<file path="src/rtl/memory_access_unit_pkg.sv">
// memory_access_unit_pkg: shared widths, op codes and helpers for the MEM stage
//   DATA_SIZE / GPR_SIZE / OP_WB_SIZE / MEM_OP_SIZE : bus widths
//   wb_e     : writeback target codes
//   mem_op_e : memory operation codes (2'b11 reserved, treated as none)
package memory_access_unit_pkg;
   localparam int DATA_SIZE   = 32;
   localparam int GPR_SIZE    = 5;
   localparam int OP_WB_SIZE  = 2;
   localparam int MEM_OP_SIZE = 2;
   typedef enum logic [OP_WB_SIZE-1:0] {
      WB_NONE     = 2'b00,
      WB_REGISTER = 2'b01,
      WB_MEMORY   = 2'b10
   } wb_e;
   typedef enum logic [MEM_OP_SIZE-1:0] {
      MEM_NONE     = 2'b00,
      MEM_LOAD     = 2'b01,
      MEM_STORE    = 2'b10,
      MEM_RESERVED = 2'b11
   } mem_op_e;
   function automatic logic is_access(input logic [MEM_OP_SIZE-1:0] op);
      return op == MEM_LOAD || op == MEM_STORE;
   endfunction
endpackage

</file>
<file path="src/rtl/memory_access_unit_if.sv">
// memory_access_unit_if: data-memory req/ack bus
//   master (MEM stage): drives mem_req, mem_we, mem_addr, mem_wdata; samples mem_ack, mem_rdata
//   slave  (memory)   : the mirror image
interface memory_access_unit_if
   import memory_access_unit_pkg::*;
   ();
   logic                 mem_req;
   logic                 mem_we;
   logic [DATA_SIZE-1:0] mem_addr;
   logic [DATA_SIZE-1:0] mem_wdata;
   logic                 mem_ack;
   logic [DATA_SIZE-1:0] mem_rdata;
   modport master (
      output mem_req, mem_we, mem_addr, mem_wdata,
      input  mem_ack, mem_rdata
   );
   modport slave (
      input  mem_req, mem_we, mem_addr, mem_wdata,
      output mem_ack, mem_rdata
   );
endinterface

</file>
<file path="src/rtl/memory_access_unit_timeout_counter.sv">
// mem_timeout_counter: saturating access timer, flags the last allowed cycle
//   clk, rst_n : clock, async active-low reset
//   clear      : zero the timer
//   enable     : count this cycle
//   expired    : timer has reached TIMEOUT_CYCLES - 1
module mem_timeout_counter #(
   parameter int TIMEOUT_CYCLES = 255,
   parameter int TIMER_SIZE     = 16
) (
   input  logic clk,
   input  logic rst_n,
   input  logic clear,
   input  logic enable,
   output logic expired
);
   localparam logic [TIMER_SIZE-1:0] LIMIT = TIMER_SIZE'(TIMEOUT_CYCLES - 1);
   logic [TIMER_SIZE-1:0] count;
   always_ff @(posedge clk or negedge rst_n) begin
      if (!rst_n) count <= '0;
      else if (clear) count <= '0;
      else if (enable && count != '1) count <= count + TIMER_SIZE'(1);
   end
   assign expired = count == LIMIT;
endmodule

</file>
<file path="src/rtl/memory_access_unit.sv">
// memory_access_unit: MEM pipeline stage performing loads/stores between execute and write-back
//   clk, rst_n      : clock, async active-low reset
//   in_valid/ready  : execute handshake (ready only in IDLE)
//   ex_*            : execute result bundle and memory op
//   mem             : data-memory req/ack bus (master side)
//   wb_valid + result/destination/writeback/data_in : registered bundle to write-back
//   bus_error       : one-cycle pulse on access timeout
module memory_access_unit
   import memory_access_unit_pkg::*;
#(
   parameter int TIMEOUT_CYCLES = 255,
   parameter int TIMER_SIZE     = 16
) (
   input  logic                   clk,
   input  logic                   rst_n,
   input  logic                   in_valid,
   output logic                   in_ready,
   input  logic [DATA_SIZE-1:0]   ex_result,
   input  logic [GPR_SIZE-1:0]    ex_destination,
   input  logic [OP_WB_SIZE-1:0]  ex_writeback,
   input  logic [MEM_OP_SIZE-1:0] ex_mem_op,
   input  logic [DATA_SIZE-1:0]   ex_store_data,
   memory_access_unit_if.master   mem,
   output logic                   wb_valid,
   output logic [DATA_SIZE-1:0]   result,
   output logic [GPR_SIZE-1:0]    destination,
   output logic [OP_WB_SIZE-1:0]  writeback,
   output logic [DATA_SIZE-1:0]   data_in,
   output logic                   bus_error
);
   typedef enum logic {IDLE = 1'b0, ACCESS = 1'b1} state_e;
   state_e                  state, state_nxt;
   logic                    req_nxt, we_nxt, wb_valid_nxt, bus_error_nxt, expired;
   logic                    lat_load, lat_load_nxt;
   logic [DATA_SIZE-1:0]    addr_nxt, wdata_nxt, result_nxt, data_in_nxt;
   logic [GPR_SIZE-1:0]     dest_nxt, lat_dest, lat_dest_nxt;
   logic [OP_WB_SIZE-1:0]   writeback_nxt, lat_wb, lat_wb_nxt;
   mem_timeout_counter #(
      .TIMEOUT_CYCLES(TIMEOUT_CYCLES),
      .TIMER_SIZE    (TIMER_SIZE)
   ) u_timer (
      .clk    (clk),
      .rst_n  (rst_n),
      .clear  (state == IDLE),
      .enable (state == ACCESS),
      .expired(expired)
   );
   always_ff @(posedge clk or negedge rst_n) begin
      if (!rst_n) begin
         state         <= IDLE;
         in_ready      <= 1'b0;
         mem.mem_req   <= 1'b0;
         mem.mem_we    <= 1'b0;
         mem.mem_addr  <= '0;
         mem.mem_wdata <= '0;
         wb_valid      <= 1'b0;
         result        <= '0;
         destination   <= '0;
         writeback     <= WB_NONE;
         data_in       <= '0;
         bus_error     <= 1'b0;
         lat_dest      <= '0;
         lat_wb        <= WB_NONE;
         lat_load      <= 1'b0;
      end else begin
         state         <= state_nxt;
         in_ready      <= state_nxt == IDLE;
         mem.mem_req   <= req_nxt;
         mem.mem_we    <= we_nxt;
         mem.mem_addr  <= addr_nxt;
         mem.mem_wdata <= wdata_nxt;
         wb_valid      <= wb_valid_nxt;
         result        <= result_nxt;
         destination   <= dest_nxt;
         writeback     <= writeback_nxt;
         data_in       <= data_in_nxt;
         bus_error     <= bus_error_nxt;
         lat_dest      <= lat_dest_nxt;
         lat_wb        <= lat_wb_nxt;
         lat_load      <= lat_load_nxt;
      end
   end
   always_comb begin
      state_nxt     = state;
      req_nxt       = mem.mem_req;
      we_nxt        = mem.mem_we;
      addr_nxt      = mem.mem_addr;
      wdata_nxt     = mem.mem_wdata;
      wb_valid_nxt  = 1'b0;
      result_nxt    = '0;
      dest_nxt      = '0;
      writeback_nxt = WB_NONE;
      data_in_nxt   = '0;
      bus_error_nxt = 1'b0;
      lat_dest_nxt  = lat_dest;
      lat_wb_nxt    = lat_wb;
      lat_load_nxt  = lat_load;
      if (state == IDLE) begin
         if (in_ready && in_valid) begin
            if (is_access(ex_mem_op)) begin
               state_nxt    = ACCESS;
               req_nxt      = 1'b1;
               we_nxt       = ex_mem_op == MEM_STORE;
               addr_nxt     = ex_result;
               wdata_nxt    = ex_store_data;
               lat_dest_nxt = ex_destination;
               lat_wb_nxt   = ex_writeback;
               lat_load_nxt = ex_mem_op == MEM_LOAD;
            end else begin
               wb_valid_nxt  = 1'b1;
               result_nxt    = ex_result;
               dest_nxt      = ex_destination;
               writeback_nxt = ex_writeback;
            end
         end
      end else if (mem.mem_ack || expired) begin
         // mem_addr still holds the latched ex_result, so it doubles as the result
         state_nxt     = IDLE;
         req_nxt       = 1'b0;
         wb_valid_nxt  = 1'b1;
         result_nxt    = mem.mem_addr;
         dest_nxt      = lat_dest;
         bus_error_nxt = !mem.mem_ack;
         writeback_nxt = mem.mem_ack && lat_load ? lat_wb : WB_NONE;
         data_in_nxt   = mem.mem_ack && lat_load ? mem.mem_rdata : '0;
      end
   end
endmodule

</file>
<file path="src/flat_wrapper.sv">
// flat-port wrapper written by rule: the top's interface ports become plain ports
module memory_access_unit_flat import memory_access_unit_pkg::*;
#(
   parameter int TIMEOUT_CYCLES = 255,
   parameter int TIMER_SIZE     = 16
)
  (clk, rst_n, in_valid, in_ready, ex_result, ex_destination, ex_writeback, ex_mem_op, ex_store_data, wb_valid, result, destination, writeback, data_in, bus_error, mem_mem_req, mem_mem_we, mem_mem_addr, mem_mem_wdata, mem_mem_ack, mem_mem_rdata);
  memory_access_unit_if mem_i ();
  input  logic clk;
  input  logic rst_n;
  input  logic in_valid;
  output logic in_ready;
  input  logic [DATA_SIZE-1:0] ex_result;
  input  logic [GPR_SIZE-1:0] ex_destination;
  input  logic [OP_WB_SIZE-1:0] ex_writeback;
  input  logic [MEM_OP_SIZE-1:0] ex_mem_op;
  input  logic [DATA_SIZE-1:0] ex_store_data;
  output logic wb_valid;
  output logic [DATA_SIZE-1:0] result;
  output logic [GPR_SIZE-1:0] destination;
  output logic [OP_WB_SIZE-1:0] writeback;
  output logic [DATA_SIZE-1:0] data_in;
  output logic bus_error;
  output wire logic [$bits(mem_i.mem_req)-1:0] mem_mem_req;
  output wire logic [$bits(mem_i.mem_we)-1:0] mem_mem_we;
  output wire logic [$bits(mem_i.mem_addr)-1:0] mem_mem_addr;
  output wire logic [$bits(mem_i.mem_wdata)-1:0] mem_mem_wdata;
  input wire logic [$bits(mem_i.mem_ack)-1:0] mem_mem_ack;
  input wire logic [$bits(mem_i.mem_rdata)-1:0] mem_mem_rdata;
  assign mem_mem_req = mem_i.mem_req;
  assign mem_mem_we = mem_i.mem_we;
  assign mem_mem_addr = mem_i.mem_addr;
  assign mem_mem_wdata = mem_i.mem_wdata;
  assign mem_i.mem_ack = mem_mem_ack;
  assign mem_i.mem_rdata = mem_mem_rdata;
  memory_access_unit #(.TIMEOUT_CYCLES(TIMEOUT_CYCLES), .TIMER_SIZE(TIMER_SIZE)) u_core (.clk(clk), .rst_n(rst_n), .in_valid(in_valid), .in_ready(in_ready), .ex_result(ex_result), .ex_destination(ex_destination), .ex_writeback(ex_writeback), .ex_mem_op(ex_mem_op), .ex_store_data(ex_store_data), .mem(mem_i), .wb_valid(wb_valid), .result(result), .destination(destination), .writeback(writeback), .data_in(data_in), .bus_error(bus_error));
endmodule
</file>
<file path="config.mk">
export PLATFORM = sky130hd
export DESIGN_NAME = memory_access_unit_flat
export DESIGN_NICKNAME = d
export VERILOG_FILES = /design/src/rtl/memory_access_unit_pkg.sv /design/src/rtl/memory_access_unit_if.sv /design/src/rtl/memory_access_unit_timeout_counter.sv /design/src/rtl/memory_access_unit.sv /design/src/flat_wrapper.sv
export SDC_FILE = /design/constraint.sdc
export NUM_CORES = 1
export LEC_CHECK = 0
export CAP_MARGIN = 20
export CORE_ASPECT_RATIO = 1.75
export CORE_UTILIZATION = 39
export CTS_CLUSTER_SIZE = 8
export DETAILED_ROUTE_END_ITERATION = 8
export GPL_TIMING_DRIVEN = 1
export MAX_ROUTING_LAYER = met4
export PLACE_DENSITY = 0.76
export REMOVE_ABC_BUFFERS = 1
export SLEW_MARGIN = 20
export SYNTH_ARGS = -nofsm -noshare
export SYNTH_HDL_FRONTEND = slang
export SYNTH_SLANG_ARGS = --single-unit
export TNS_END_PERCENT = 1
</file>
<file path="constraint.sdc">
create_clock -name clk -period 1.97 [get_ports clk]
set_clock_uncertainty 0.2 [all_clocks]
set_input_delay 0.197 -clock clk [delete_from_list [all_inputs] [get_ports clk]]
set_output_delay 0.197 -clock clk [all_outputs]
set_load 0.01 [all_outputs]
</file>
==> metrics <==
grt total ovfl=0; CTS root buf=clkbuf_16; final wirelength=about 17 mm; sequential fraction of the synthesis area=about two thirds; Slew headroom=47.73%; Min-Delay Path Class=in -> async; final antenna-violating net count=0; Max VDD drop=~0.56 mV; first-pass GRT wire length=approximately 26 mm; Avg Cell Area, Syn=14.50 um2; Req. time, crit path=around 2.1 ns; Critical Path, Cell by Cell=buf_4 > ha_2 > and3_1 > nand2_2 > or4_1 > a21oi_1; CP max stage delay=between 0.5 and 0.6 ns; Yosys Warn Count=0; CP Launch Type=flop; Rows=61; Clock Tree Buf Depth=2; Setup-failing EPs final=0; Fin. Hold Viols=0; worst hold margin=a little under 0.06 ns; DR DRC count=20; clk sinks=165; Design Area, Final=between 9000 and 10000 um2; htree depth=4; area delta synth->final=54.95%; GR Util All Layers=roughly a fifth; clock latency on the worst-skew pair=0.41 ns; Synth async-reset ratio=between 90% and 100%; Worst-path clk slew=~0.060 ns; failing checks=design-rule violations; leakage=4.287 nW; vias in the first global route=approximately 5000; synthesized cell area=between 6000 and 7000 um2; Area after DPL=between 9000 and 10000 um2; 1st-iter DRT viols=160; initial antenna violation count=1; die area=roughly 17000 um2; maxcap violations=0; average wire per cell in the routed design=18.79 um; Max Freq=~520 MHz; routability cong.=~0.87; Die W=between 90 and 100 um; Die Height=~170 um; # nets final=around 810; RSZ-0062 raised after global routing=true; I/O pin total=approximately 250; CP endpoint kind=flop; Post-synth EDFFs=0; cell taking the most area after synthesis=dfrtp_1; Worst Path Max Fanout=7; Worst EP arrival=2.04 ns; synthesized flop and latch total=roughly 170; hpwl dp=~12 mm; drt via density=between 5 and 6; Tmin final=1.906 ns; largest net degree at the start of global routing=53; critical path class=reg -> reg; total power=around 11 mW; share of post-route cells with drive strength above 1=around 15%; Netlist cell types=45; period utilisation layout=a little over nine tenths; reg2reg setup slack=0.06 ns; vias=4662; top cells by area in the synthesized netlist=dfrtp_1 66%, mux2_1 7.2%, mux2_2 5.9%, a22o_1 5.1%, and3_1 3.3%; fin util=between 60% and 70%; Slew Limit Fails=0; Mapped Cells=between 400 and 500; CTS Buf Count=17; Core Region=15800 um2; TNS Setup=0 ns; PwrDens=about 1200 nW/um2; DRT Pass-1 Iters=8; most frequent cells in the layout=247 x clkdlybuf4s50_1, 163 x dfrtp_1, 40 x mux2_1; Setup Buffers After CTS=0; share of the synthesized area in the top cell type=65.61%; ys flop type=dfrtp_1; status=complete, but fails checks; port buffer count=roughly 250; CTS tree=built; Slew @ Worst Pin=between 0.7 and 0.8 ns; Initial Util=between 30% and 40%; commonest non-fill, non-tap cell in the layout=clkdlybuf4s50_1; CP max-delay cell=or4_1
==> layout make-up <==
type,instances,area [um2]
clock buffers,19,442.9
inverters,8,30.03
well taps,189,236.5
clock inverters,12,118.9
flip-flops and latches,165,4131
repair buffers,271,2759
diodes,1,2.502
fillers,1214,6047
multi-input cells,235,2031
==> path summary, 6_finish.rpt <==
path	startpoint	endpoint	depth (start not counted)
worst max-delay path	u_core.u_timer.count[0]	u_core.u_timer.count[10]	6
worst min-delay path	rst_n	u_core.mem.mem_wdata[31]	2
worst max register to register	u_core.u_timer.count[0]	u_core.u_timer.count[10]	6
worst min register to register	u_core.mem.mem_wdata[31]	u_core.mem.mem_wdata[31]	1
max in group asynchronous	rst_n	u_core.data_in[9]	3
min in group clk	mem_mem_rdata[5]	u_core.data_in[5]	2
==> registers in the layout, indices dropped and copies added, names as in the netlist, 2 cells and up <==
signal                flops
u_core.data_in           32
u_core.destination        5
u_core.lat_dest           5
u_core.lat_wb             2
u_core.mem.mem_addr      32
u_core.mem.mem_wdata     32
u_core.result            32
u_core.u_timer.count     16
u_core.writeback          2
==> per-stage QoR <==
step           std cells  worst slack, ns
6_report             900          0.06376
5_1_grt              900         -0.02187
4_1_cts              899          0.02067
3_5_place_dp         867          -0.3646
3_3_place_gp         867          -0.3342
2_1_floorplan        408           -4.815
==> what timing repair did <==
| action | CTS | global route |
|---|---|---|
| pin swaps | 2 | 4 |
| gates resized for setup | 1 | 7 |
| hold endpoints to repair | 165 | 0 |
| setup endpoints to repair | 1 | 60 |
| hold buffers | 1 | 0 |
==> worst max-delay path, delay by kind of cell, from the launching register on <==
family,cells,cell delay [ns]
compound gates,1,0.15
flops,1,0.34
buf+inv,1,0.12
fa+ha+maj,1,0.20
simple gates,3,0.82
==> synth_stat cells (2+ instances only) <==
cell type / instances
a21oi_1: 8
buf_4: 5
mux2_1: 40
a22o_1: 37
nand3_1: 7
nand2_1: 7
buf_2: 7
nor4b_1: 2
clkbuf_1: 12
o21ai_0: 7
nor2_1: 6
or3_1: 7
a32o_1: 2
o21ai_1: 2
mux2_2: 33
a211oi_2: 2
and3_1: 33
inv_1: 7
buf_6: 2
a31o_1: 2
dfrtp_1: 165
or4_1: 3
nand4_1: 4
and4_1: 2
nor3_1: 4
ha_1: 4
nand4_2: 2
a31oi_1: 5
==> where the power goes <==
part / internal, mW / switching [mW]
Clock: 1.79 / 1.37
Sequential: 4.20 / 0.518
Combinational: 2.07 / 1.29
==> kinds of logic after synthesis <==
kind of cell | count (synthesis) | synth area share (%)
adder cells (fa/ha/maj) | 4 | 0.7953
XOR/XNOR | 1 | 0.1392
multiplexers | 74 | 13.22
buffers and inverters | 34 | 2.704
flip-flops | 165 | 65.61
AO/OA/AOI/OAI | 68 | 8.410
AND/OR/NAND/NOR | 88 | 9.125
==> metal layers <==
metal | track usage (%) | wire [um] | vias up
li1 | - | - | 2119
met1 | 20.95 | 5852 | 2333
met2 | 39.25 | 9547 | 178
met3 | 4.394 | 938 | 32
met4 | 10.54 | 577 | 0
met5 | - | 0 | -
No activity file was read; power rests on OpenSTA's default activity.
